$ cat config.mk
export PLATFORM = sky130hd
export DESIGN_NAME = sha1_core_unrolled
export DESIGN_NICKNAME = d
export VERILOG_FILES = /design/src/rtl/sha1_pkg.sv /design/src/rtl/sha1_round.sv /design/src/rtl/sha1_core_unrolled.sv
export SDC_FILE = /design/constraint.sdc
export NUM_CORES = 2
export LEC_CHECK = 0
export BUFFER_PORTS_ARGS = -buffer_cell sky130_fd_sc_hd__buf_2
export CAP_MARGIN = 10
export CORE_ASPECT_RATIO = 0.7
export CORE_MARGIN = 10
export CORE_UTILIZATION = 50
export DETAILED_ROUTE_END_ITERATION = 6
export PLACE_DENSITY = 0.73
export SYNTH_ARGS = -nofsm -noshare
export SYNTH_HDL_FRONTEND = slang
export SYNTH_SLANG_ARGS = --single-unit
$ cat constraint.sdc
create_clock -name clk -period 11.4 [get_ports clk]
set_input_delay 0.57 -clock clk [delete_from_list [all_inputs] [get_ports clk]]
set_output_delay 0.57 -clock clk [all_outputs]
set_load 0.03 [all_outputs]
$ cat src/rtl/sha1_pkg.sv
// SHA-1 shared types, constants and round helpers.
// Used by sha1_core_unrolled and sha1_round.
package sha1_pkg;

  typedef struct packed {
    logic [31:0] a;
    logic [31:0] b;
    logic [31:0] c;
    logic [31:0] d;
    logic [31:0] e;
  } sha1_state_t;

  typedef enum logic [1:0] {
    S_IDLE,
    S_ROUND,
    S_FINAL
  } sha1_fsm_t;

  localparam logic [31:0] K0 = 32'h5A827999;
  localparam logic [31:0] K1 = 32'h6ED9EBA1;
  localparam logic [31:0] K2 = 32'h8F1BBCDC;
  localparam logic [31:0] K3 = 32'hCA62C1D6;

  localparam logic [159:0] SHA1_IV =
    160'h67452301_EFCDAB89_98BADCFE_10325476_C3D2E1F0;

  function automatic logic [31:0] rotl(
    input logic [31:0] x,
    input int unsigned n
  );
    return (x << n) | (x >> (32 - n));
  endfunction

  function automatic logic [31:0] sha1_f(
    input logic [6:0]  t,
    input logic [31:0] b,
    input logic [31:0] c,
    input logic [31:0] d
  );
    logic [31:0] r;
    unique case (1'b1)
      (t < 7'd20):
        r = (b & c) | (~b & d);
      (t >= 7'd40 && t < 7'd60):
        r = (b & c) | (b & d) | (c & d);
      default:
        r = b ^ c ^ d;
    endcase
    return r;
  endfunction

  function automatic logic [31:0] sha1_k(
    input logic [6:0] t
  );
    logic [31:0] r;
    unique case (1'b1)
      (t < 7'd20):               r = K0;
      (t >= 7'd20 && t < 7'd40): r = K1;
      (t >= 7'd40 && t < 7'd60): r = K2;
      default:                   r = K3;
    endcase
    return r;
  endfunction

endpackage

$ cat src/rtl/sha1_round.sv
// One combinational SHA-1 round.
// Chained UNROLL times inside sha1_core_unrolled.
module sha1_round
  import sha1_pkg::*;
(
  input  sha1_state_t s,
  input  logic [31:0] w,
  input  logic [6:0]  t,
  output sha1_state_t n
);

  logic [31:0] tmp;

  assign tmp = rotl(s.a, 5) + sha1_f(t, s.b, s.c, s.d)
             + s.e + sha1_k(t) + w;

  assign n.a = tmp;
  assign n.b = s.a;
  assign n.c = rotl(s.b, 30);
  assign n.d = s.c;
  assign n.e = s.d;

endmodule

$ cat src/rtl/sha1_core_unrolled.sv
// SHA-1 block compression, UNROLL rounds per clock.
// Define PREFETCH_EN to split buffer and window.
module sha1_core_unrolled
  import sha1_pkg::*;
#(
  parameter int UNROLL = 1
) (
  input  logic         clk,
  input  logic         reset,
  input  logic         start,
  input  logic         load,
  input  logic [31:0]  din,
  input  logic [159:0] cv,
  input  logic         use_prev_cv,
  output logic         busy,
  output logic         ready,
  output logic [159:0] cv_next,
  output logic [31:0]  w
);

  localparam int NCYC = 80 / UNROLL;
  localparam logic [6:0] STEP = 7'(UNROLL);
  localparam logic [6:0] T_LAST = 7'(UNROLL * (NCYC - 1));

  if (UNROLL < 1 || UNROLL > 80 || (80 % UNROLL) != 0)
  begin : g_bad_unroll
    $error("sha1_core_unrolled: UNROLL must divide 80");
  end

  sha1_fsm_t   state_q;
  sha1_fsm_t   state_d;
  logic [6:0]  t_q;
  sha1_state_t st_q;
  logic [159:0] h_q;
  logic [159:0] cv_next_q;
  logic         ready_q;
  logic [31:0]  w_q;
  logic [511:0] buf_q;
  logic [511:0] win;
  logic [511:0] win_adv;
  logic [159:0] cv_sel;
  logic [159:0] cv_sum;
  logic         go;

  logic [31:0]  ws [0:UNROLL+15];
  sha1_state_t  rs [0:UNROLL];

  assign go     = (state_q == S_IDLE) && start;
  assign cv_sel = use_prev_cv ? cv_next_q : cv;

  for (genvar j = 0; j < 16; j++) begin : g_win
    assign ws[j] = win[511-32*j -: 32];
    assign win_adv[511-32*j -: 32] = ws[UNROLL+j];
  end

  for (genvar i = 0; i < UNROLL; i++) begin : g_sched
    assign ws[16+i] = rotl(ws[13+i] ^ ws[8+i]
                         ^ ws[2+i] ^ ws[i], 1);
  end

  assign rs[0] = st_q;

  for (genvar i = 0; i < UNROLL; i++) begin : g_rnd
    sha1_round u_round (
      .s (rs[i]),
      .w (ws[i]),
      .t (t_q + 7'(i)),
      .n (rs[i+1])
    );
  end

  assign cv_sum = {
    h_q[159:128] + st_q.a,
    h_q[127:96]  + st_q.b,
    h_q[95:64]   + st_q.c,
    h_q[63:32]   + st_q.d,
    h_q[31:0]    + st_q.e
  };

  // FSM state register
  always_ff @(posedge clk or negedge reset) begin
    if (!reset) state_q <= S_IDLE;
    else        state_q <= state_d;
  end

  // FSM next state
  always_comb begin
    state_d = state_q;
    unique case (state_q)
      S_IDLE:  if (start) state_d = S_ROUND;
      S_ROUND: if (t_q == T_LAST) state_d = S_FINAL;
      S_FINAL: state_d = S_IDLE;
      default: state_d = S_IDLE;
    endcase
  end

  // Working state, round index, result and debug word
  always_ff @(posedge clk or negedge reset) begin
    if (!reset) begin
      t_q       <= '0;
      st_q      <= '0;
      h_q       <= '0;
      cv_next_q <= '0;
      ready_q   <= 1'b0;
      w_q       <= '0;
    end else begin
      ready_q <= (state_q == S_FINAL);
      unique case (state_q)
        S_IDLE: begin
          if (start) begin
            h_q  <= cv_sel;
            st_q <= cv_sel;
            t_q  <= '0;
          end
        end
        S_ROUND: begin
          st_q <= rs[UNROLL];
          t_q  <= t_q + STEP;
          w_q  <= ws[0];
        end
        S_FINAL: cv_next_q <= cv_sum;
        default: ;
      endcase
    end
  end

`ifdef PREFETCH_EN
  logic [511:0] win_q;

  assign win = win_q;

  // Load buffer streams freely, even during compression
  always_ff @(posedge clk or negedge reset) begin
    if (!reset)    buf_q <= '0;
    else if (load) buf_q <= {buf_q[479:0], din};
  end

  // Schedule window snapshots the buffer at start
  always_ff @(posedge clk or negedge reset) begin
    if (!reset)
      win_q <= '0;
    else if (go)
      win_q <= buf_q;
    else if (state_q == S_ROUND)
      win_q <= win_adv;
  end
`else
  assign win = buf_q;

  // Shared buffer/window: start keeps it, rounds advance it
  always_ff @(posedge clk or negedge reset) begin
    if (!reset)
      buf_q <= '0;
    else if (state_q == S_ROUND)
      buf_q <= win_adv;
    else if (state_q == S_IDLE && load && !go)
      buf_q <= {buf_q[479:0], din};
  end
`endif

  assign busy    = (state_q != S_IDLE);
  assign ready   = ready_q;
  assign cv_next = cv_next_q;
  assign w       = (state_q == S_ROUND) ? ws[0] : w_q;

endmodule
Word level (Yosys, flattened, before mapping)
Index checks and enable logic that the tools add are counted.

$add $sub $neg: 10. Order comparisons: 5. Equal/unequal tests: 5. Muxes and demuxes: 13. Bitwise gates (word level): 16. Reduce and logical (&&, ||, !) cells: 13.

Operator list (count): 512-bit two-way mux (2); 160-bit two-way mux (2); 160-bit case mux with 2 select lines (1); 32-bit adder (9); 32-bit XOR (5); 32-bit bitwise AND (4); 32-bit bitwise OR (3); 32-bit case mux with 3 select lines (1); 32-bit case mux with 2 select lines (1); 32-bit two-way mux (1); 32-bit NOT (1); 32-bit by 1-bit bitwise OR with 32-bit output (1); 32-bit by 30-bit bitwise OR with 32-bit output (1); 32-bit by 5-bit bitwise OR with 32-bit output (1); 7-bit by 6-bit less-than comparator with 1-bit output (second input constant) (2); 7-bit case mux with 2 select lines (1); 7-bit by 1-bit adder with 7-bit output (second input constant) (1); 7-bit == test (second input constant) (1); 7-bit by 5-bit >= comparator with 1-bit output (second input constant) (1); 7-bit by 6-bit >= comparator with 1-bit output (second input constant) (1); 7-bit by 5-bit less-than comparator with 1-bit output (second input constant) (1); 7-bit two-way mux (1); 2-bit AND reduction (3); 2-bit nonzero test (3); other kinds (8) (14).

Register bits: 1034. Input port bits: 197. Output and inout port bits: 194. Word-level logic and storage cells: 74.

Logic depth before layout (Yosys ltp)
Depth after elaboration: 9. Gate-level depth with buffers: 27.

Modules after synthesis
From an unflattened synthesis, not the netlist that was laid out.

Cell total of the unflattened synthesis: 4921. Area, all modules: 54985.2 um^2.

By module, submodules not included: sha1_core_unrolled (instances 1, cells an instance 4033, area each 48041.1 um^2, sequential area each 25874.8 um^2); sha1_round (instances 1, cells an instance 888, area each 6944.2 um^2, sequential area each 0.0 um^2).

Least setup slack after synthesis
No wires, ideal clock.

Kind: register -> register. Start: register t_q[4]. End: register st_q, in the netlist rs[319]. Arrival: 5.525 ns. Data required time: 11.267 ns. Path slack: 5.742 ns. Cell stages (with the launch flop): 28. Clock period less this slack: 5.658 ns. Path through: dfrtp_1 -> clkbuf_1 -> and3_1 -> or3_1 -> clkbuf_1 -> inv_2 -> nor2_1 -> inv_1 -> clkbuf_1 -> nor2_1 -> nor2_1 -> fa_1 -> fa_1 -> inv_1 -> fa_1 -> ha_1 -> inv_1 -> fa_1 -> nor2b_1 -> o211ai_1 -> a21oi_1 -> a21boi_1 -> o31ai_2 -> a2111oi_2 -> o31ai_1 -> a21oi_1 -> xnor2_1 -> o21ai_0.

Cells in the longest elaborated chain, start to end: 8.

Ends and longest elaborated chain: from (decl) (RTL line sha1_core_unrolled.sv:32) `logic [6:0] t_q;`; from (signal assigned) (RTL line sha1_core_unrolled.sv:118) `t_q <= t_q + STEP;`; 7-bit by 6-bit >= comparator with 1-bit output / 7-bit by 6-bit less-than comparator with 1-bit output (equally long branches) (RTL line sha1_pkg.sv:44, sha1_pkg.sv:59); 1-bit logical AND (RTL line sha1_pkg.sv:44, sha1_pkg.sv:59); 32-bit case mux with 2 select lines (RTL line sha1_pkg.sv:41) `unique case (1'b1)`; 32-bit adder (RTL line sha1_round.sv:14) `assign tmp = rotl(s.a, 5) + sha1_f(t, s.b, s.c, s.d)`; 32-bit adder (RTL line sha1_round.sv:15) `+ s.e + sha1_k(t) + w;`; 32-bit adder * (2 in series) (RTL line sha1_round.sv:15); 160-bit case mux with 2 select lines * (RTL line sha1_core_unrolled.sv:108) `unique case (state_q)`; to (signal assigned) (RTL line sha1_core_unrolled.sv:112) `st_q <= cv_sel;`; to (signal assigned) (RTL line sha1_core_unrolled.sv:117) `st_q <= rs[UNROLL];`; to (decl) (RTL line sha1_core_unrolled.sv:33) `sha1_state_t st_q;`.

Mark *: on every way between the ends. The rest lies on a longest branch, timed or not. A chain may end at the register's enable or synchronous reset.

Final worst setup path
Same ends and word-level chain as after synthesis.

==> impl_metrics.py <==
metrics = {
    "placement": {
        "finalWeightedCongestion": 0.991,
        "post_dp_cell_area_um2": 56900,
        "dpl.hpwl_um": 112000,
        "io_buffer_count": 390,
        "preCtsSetupSlack_ns": 3.88,
    },
    "yosys": {
        "synth_warnings": 0,
        "syn_area_um2": 53600,
        "synth_area_per_cell_um2": 11.3,
        "syn_inst": 4755,
        "synth_edf_count": 0,
        "ys_seq_area_frac": 0.483,
        "synth_seq_cells": 1034,
        "synth_flop_cell": "dfrtp_1",
        "ys_async_sr_fraction": 1.00,
        "syn_nets": 5269,
        "synth_cell_types": 82,
    },
    "sta": {
        "slew_headroom": 0.112,
        "setup_viol": 0,
        "max_freq_ghz": 0.129,
        "skew_ns": 0.0275,
        "rsz0062_at_grt": "no",
        "hold_viol_final": 0,
        "final.setup.tns_ns": 0,
        "setup_ws_ns": 3.66,
        "period_share": 0.679,
        "worst_slew_pin_slew_ns": 1.32,
        "slew_viol_final": 0,
        "post-route-min-period_ns": 7.74,
    },
    "layout": {
        "nets": 5583,
        "mostFrequentLayoutCells": "dfrtp_1, mux2_2, buf_2",
        "syn_to_final_growth_pct": 12.8,
        "drive_gt1_frac": 0.216,
        "diodes": 0,
        "design_area_um2": 60400,
        "mostFrequentLayoutCell": "dfrtp_1",
    },
    "cts": {
        "postCtsSetupBuffers": 0,
        "root_buffer": "clkbuf_16",
        "cts_tree": "yes",
        "clkTransAtPathRegs_ns": 0.06,
        "insertion_delay_ns": 0.71,
        "cts_buffer_depth": 3,
        "cts_buffers": 101,
        "cts.sinks": 1034,
        "htree_levels": 3,
    },
    "grt": {
        "grt_use_total": 0.244,
        "grt_busiest_layer": "met2",
        "gr-usage-met1": 0.353,
        "gr-usage-met2": 0.369,
        "grt_max_degree": 217,
        "antenna_found_initial": 2,
        "met3_usage": 0.0547,
        "grt_pass1_vias": 37800,
        "overflow": 0,
        "grt_pass1_wl_um": 231000,
    },
    "hold_path": {
        "min_path_cells": 3,
        "hold_path_startpoint": "din[16]",
        "min_to": "buf_q[16]",
        "hold_class": "input pin to flop",
    },
    "die": {
        "coreArea_um2": 106000,
        "start_util": 0.504,
        "die-area_um2": 121000,
        "rows": 100,
        "die_x_um": 411,
        "dieHeight_um": 294,
        "boundaryPins": 391,
    },
    "pwr": {
        "pwr-share-clk": 0.480,
        "power_frac_comb": 0.023,
        "power_leakage_nw": 29.2,
        "p_int_mw": 5.74,
        "ir_drop_mv": 0.114,
        "switching_share": 0.222,
        "p_switching_mw": 1.64,
        "finalPower_mw": 7.37,
        "seqPwrFrac": 0.498,
        "p_per_area_nw_per_um2": 122,
    },
    "worst_setup_path": {
        "arrival_ns": 8.31,
        "crit_path_end_kind": "flop",
        "worstReg2RegEnd": "rs[319]",
        "path_max_fanout": 33,
        "r2r_start": "t_q[4]",
        "critPathMaxStageDelay_ns": 0.69,
        "required_ns": 11.97,
        "ff2ff_path_depth": 25,
        "r2r_slack_ns": 3.66,
        "cp-start-kind": "flop",
        "critPathSlowestCell": "inv_1",
        "worstSetupPathType": "flop to flop",
        "crit_top_cell": "fa_1",
    },
    "run_status": {
        "outcome": "finished with violations",
        "violations": "DRC",
    },
    "detailed_routing": {
        "ant_nets": 0,
        "vias": 38100,
        "via_per_inst": 5.79,
        "wl_um": 150000,
        "dr.pass1.iters": 7,
        "wire_per_inst_um": 22.8,
        "drc": 4,
        "drtIter0Drc": 3828,
    },
    "flow_run": {
        "max_cap_viol_count": 0,
    },
}
[worst max-delay path: cells and delay by family (launching register included)]
| kind | cells | cell delay, ns |
|---|---|---|
| AO/OA/AOI/OAI | 9 | 2.35 |
| flip-flops | 1 | 0.46 |
| buffers and inverters | 5 | 1.34 |
| AND/OR/NAND/NOR | 5 | 1.21 |
| XOR/XNOR | 1 | 0.16 |
| adder cells (fa/ha/maj) | 5 | 2.07 |
[routing by layer]
layer,vias to the layer above,share of wire
li1,17400,-
met1,19200,0.45
met2,1260,0.44
met3,241,0.083
met4,2,0.026
met5,-,0.000080
[cell usage after synthesis (all sizes together), types with 5 or more instances]
master	number	share of area
a2111oi	7	0.0024
a211o	6	0.00098
a211oi	27	0.0038
a21o	228	0.032
a21oi	188	0.018
a221o	134	0.025
a22oi	33	0.0046
a31oi	20	0.0026
a41oi	5	0.00082
and2	12	0.0014
and3	14	0.0016
buf	15	0.0011
clkbuf	204	0.014
dfrtp	1034	0.48
fa	125	0.047
ha	192	0.045
inv	328	0.023
mux2	482	0.10
mux2i	195	0.036
nand2	297	0.021
nand2b	36	0.0042
nand3	34	0.0032
nand4	13	0.0015
nor2	297	0.021
nor2b	20	0.0023
nor3	32	0.0030
nor3b	6	0.00084
o2111ai	5	0.00082
o211ai	19	0.0028
o21a	26	0.0036
o21ai	314	0.029
o21bai	15	0.0021
o22ai	32	0.0037
o31ai	27	0.0039
o41ai	6	0.0011
or2	5	0.00058
or3	10	0.0012
or4	7	0.00098
xnor2	167	0.027
xor2	84	0.014
[logic make-up (layout without fill, tap and decap cells)]
logic type	count (synthesis)	count (layout)	share of synthesized area
AO/OA/AOI/OAI	1133	1133	0.144
flip-flops	1034	1034	0.483
AND/OR/NAND/NOR	795	795	0.0643
multiplexers	677	677	0.138
buffers and inverters	548	946	0.0384
adder cells (fa/ha/maj)	317	317	0.0915
XOR/XNOR	251	251	0.0410
[through the flow]
stage / hold slack [ns] / utilization / instances
after floorplan: 0.274 / - / 4755
after global placement: 0.465 / 0.535 / 6393
after global routing: 0.0585 / 0.568 / 6581
after detailed placement: 0.473 / 0.535 / 6393
final: 0.0798 / 0.568 / 6581
after CTS: 0.0420 / 0.568 / 6581
[worst max-delay path by stage]
| stage | start | endpoint | slack [ns] | cells past startpoint |
|---|---|---|---|---|
| after floorplan | t_q[4] | rs[319] | 5.74 | 27 |
| after global placement | t_q[4] | rs[319] | 4.15 | 25 |
| after detailed placement | t_q[4] | rs[319] | 3.88 | 25 |
| after CTS | t_q[4] | rs[319] | 3.84 | 25 |
| after global routing | t_q[3] | rs[319] | 3.16 | 25 |
| final | t_q[4] | rs[319] | 3.66 | 25 |
[power by group through the flow]
stage | Clock (mW) | Sequential (mW) | Combinational [mW]
after global routing | 3.76 | 3.67 | 0.187
after detailed placement | 0 | 3.74 | 0.173
after CTS | 3.60 | 3.67 | 0.173
final | 3.54 | 3.67 | 0.167
after global placement | 0 | 3.74 | 0.171
after floorplan | 0 | 3.74 | 0.0402
[area by class of cell]
| class | instances | area [um2] |
|---|---|---|
| multi-input combinational | 3173 | 25700 |
| clock inverter | 54 | 664 |
| inverter | 329 | 1230 |
| timing repair buffer | 430 | 2320 |
| sequential | 1034 | 25900 |
| clock buffer | 133 | 2840 |
| fill | 8906 | 45900 |
| tap | 1428 | 1790 |
[registers in the layout, indices dropped and copies added, names as in the netlist]
signal   flops
rs         160
state_q      2
cv_next    160
buf_q      512
h_q        160
w_q         32
t_q          7
ready        1
[timing repair]
action,CTS,global route
hold buffers,1,0
resized for setup,0,0
hold endpoints to repair,86,0
Note: power is estimated with default switching activity, not from simulation.
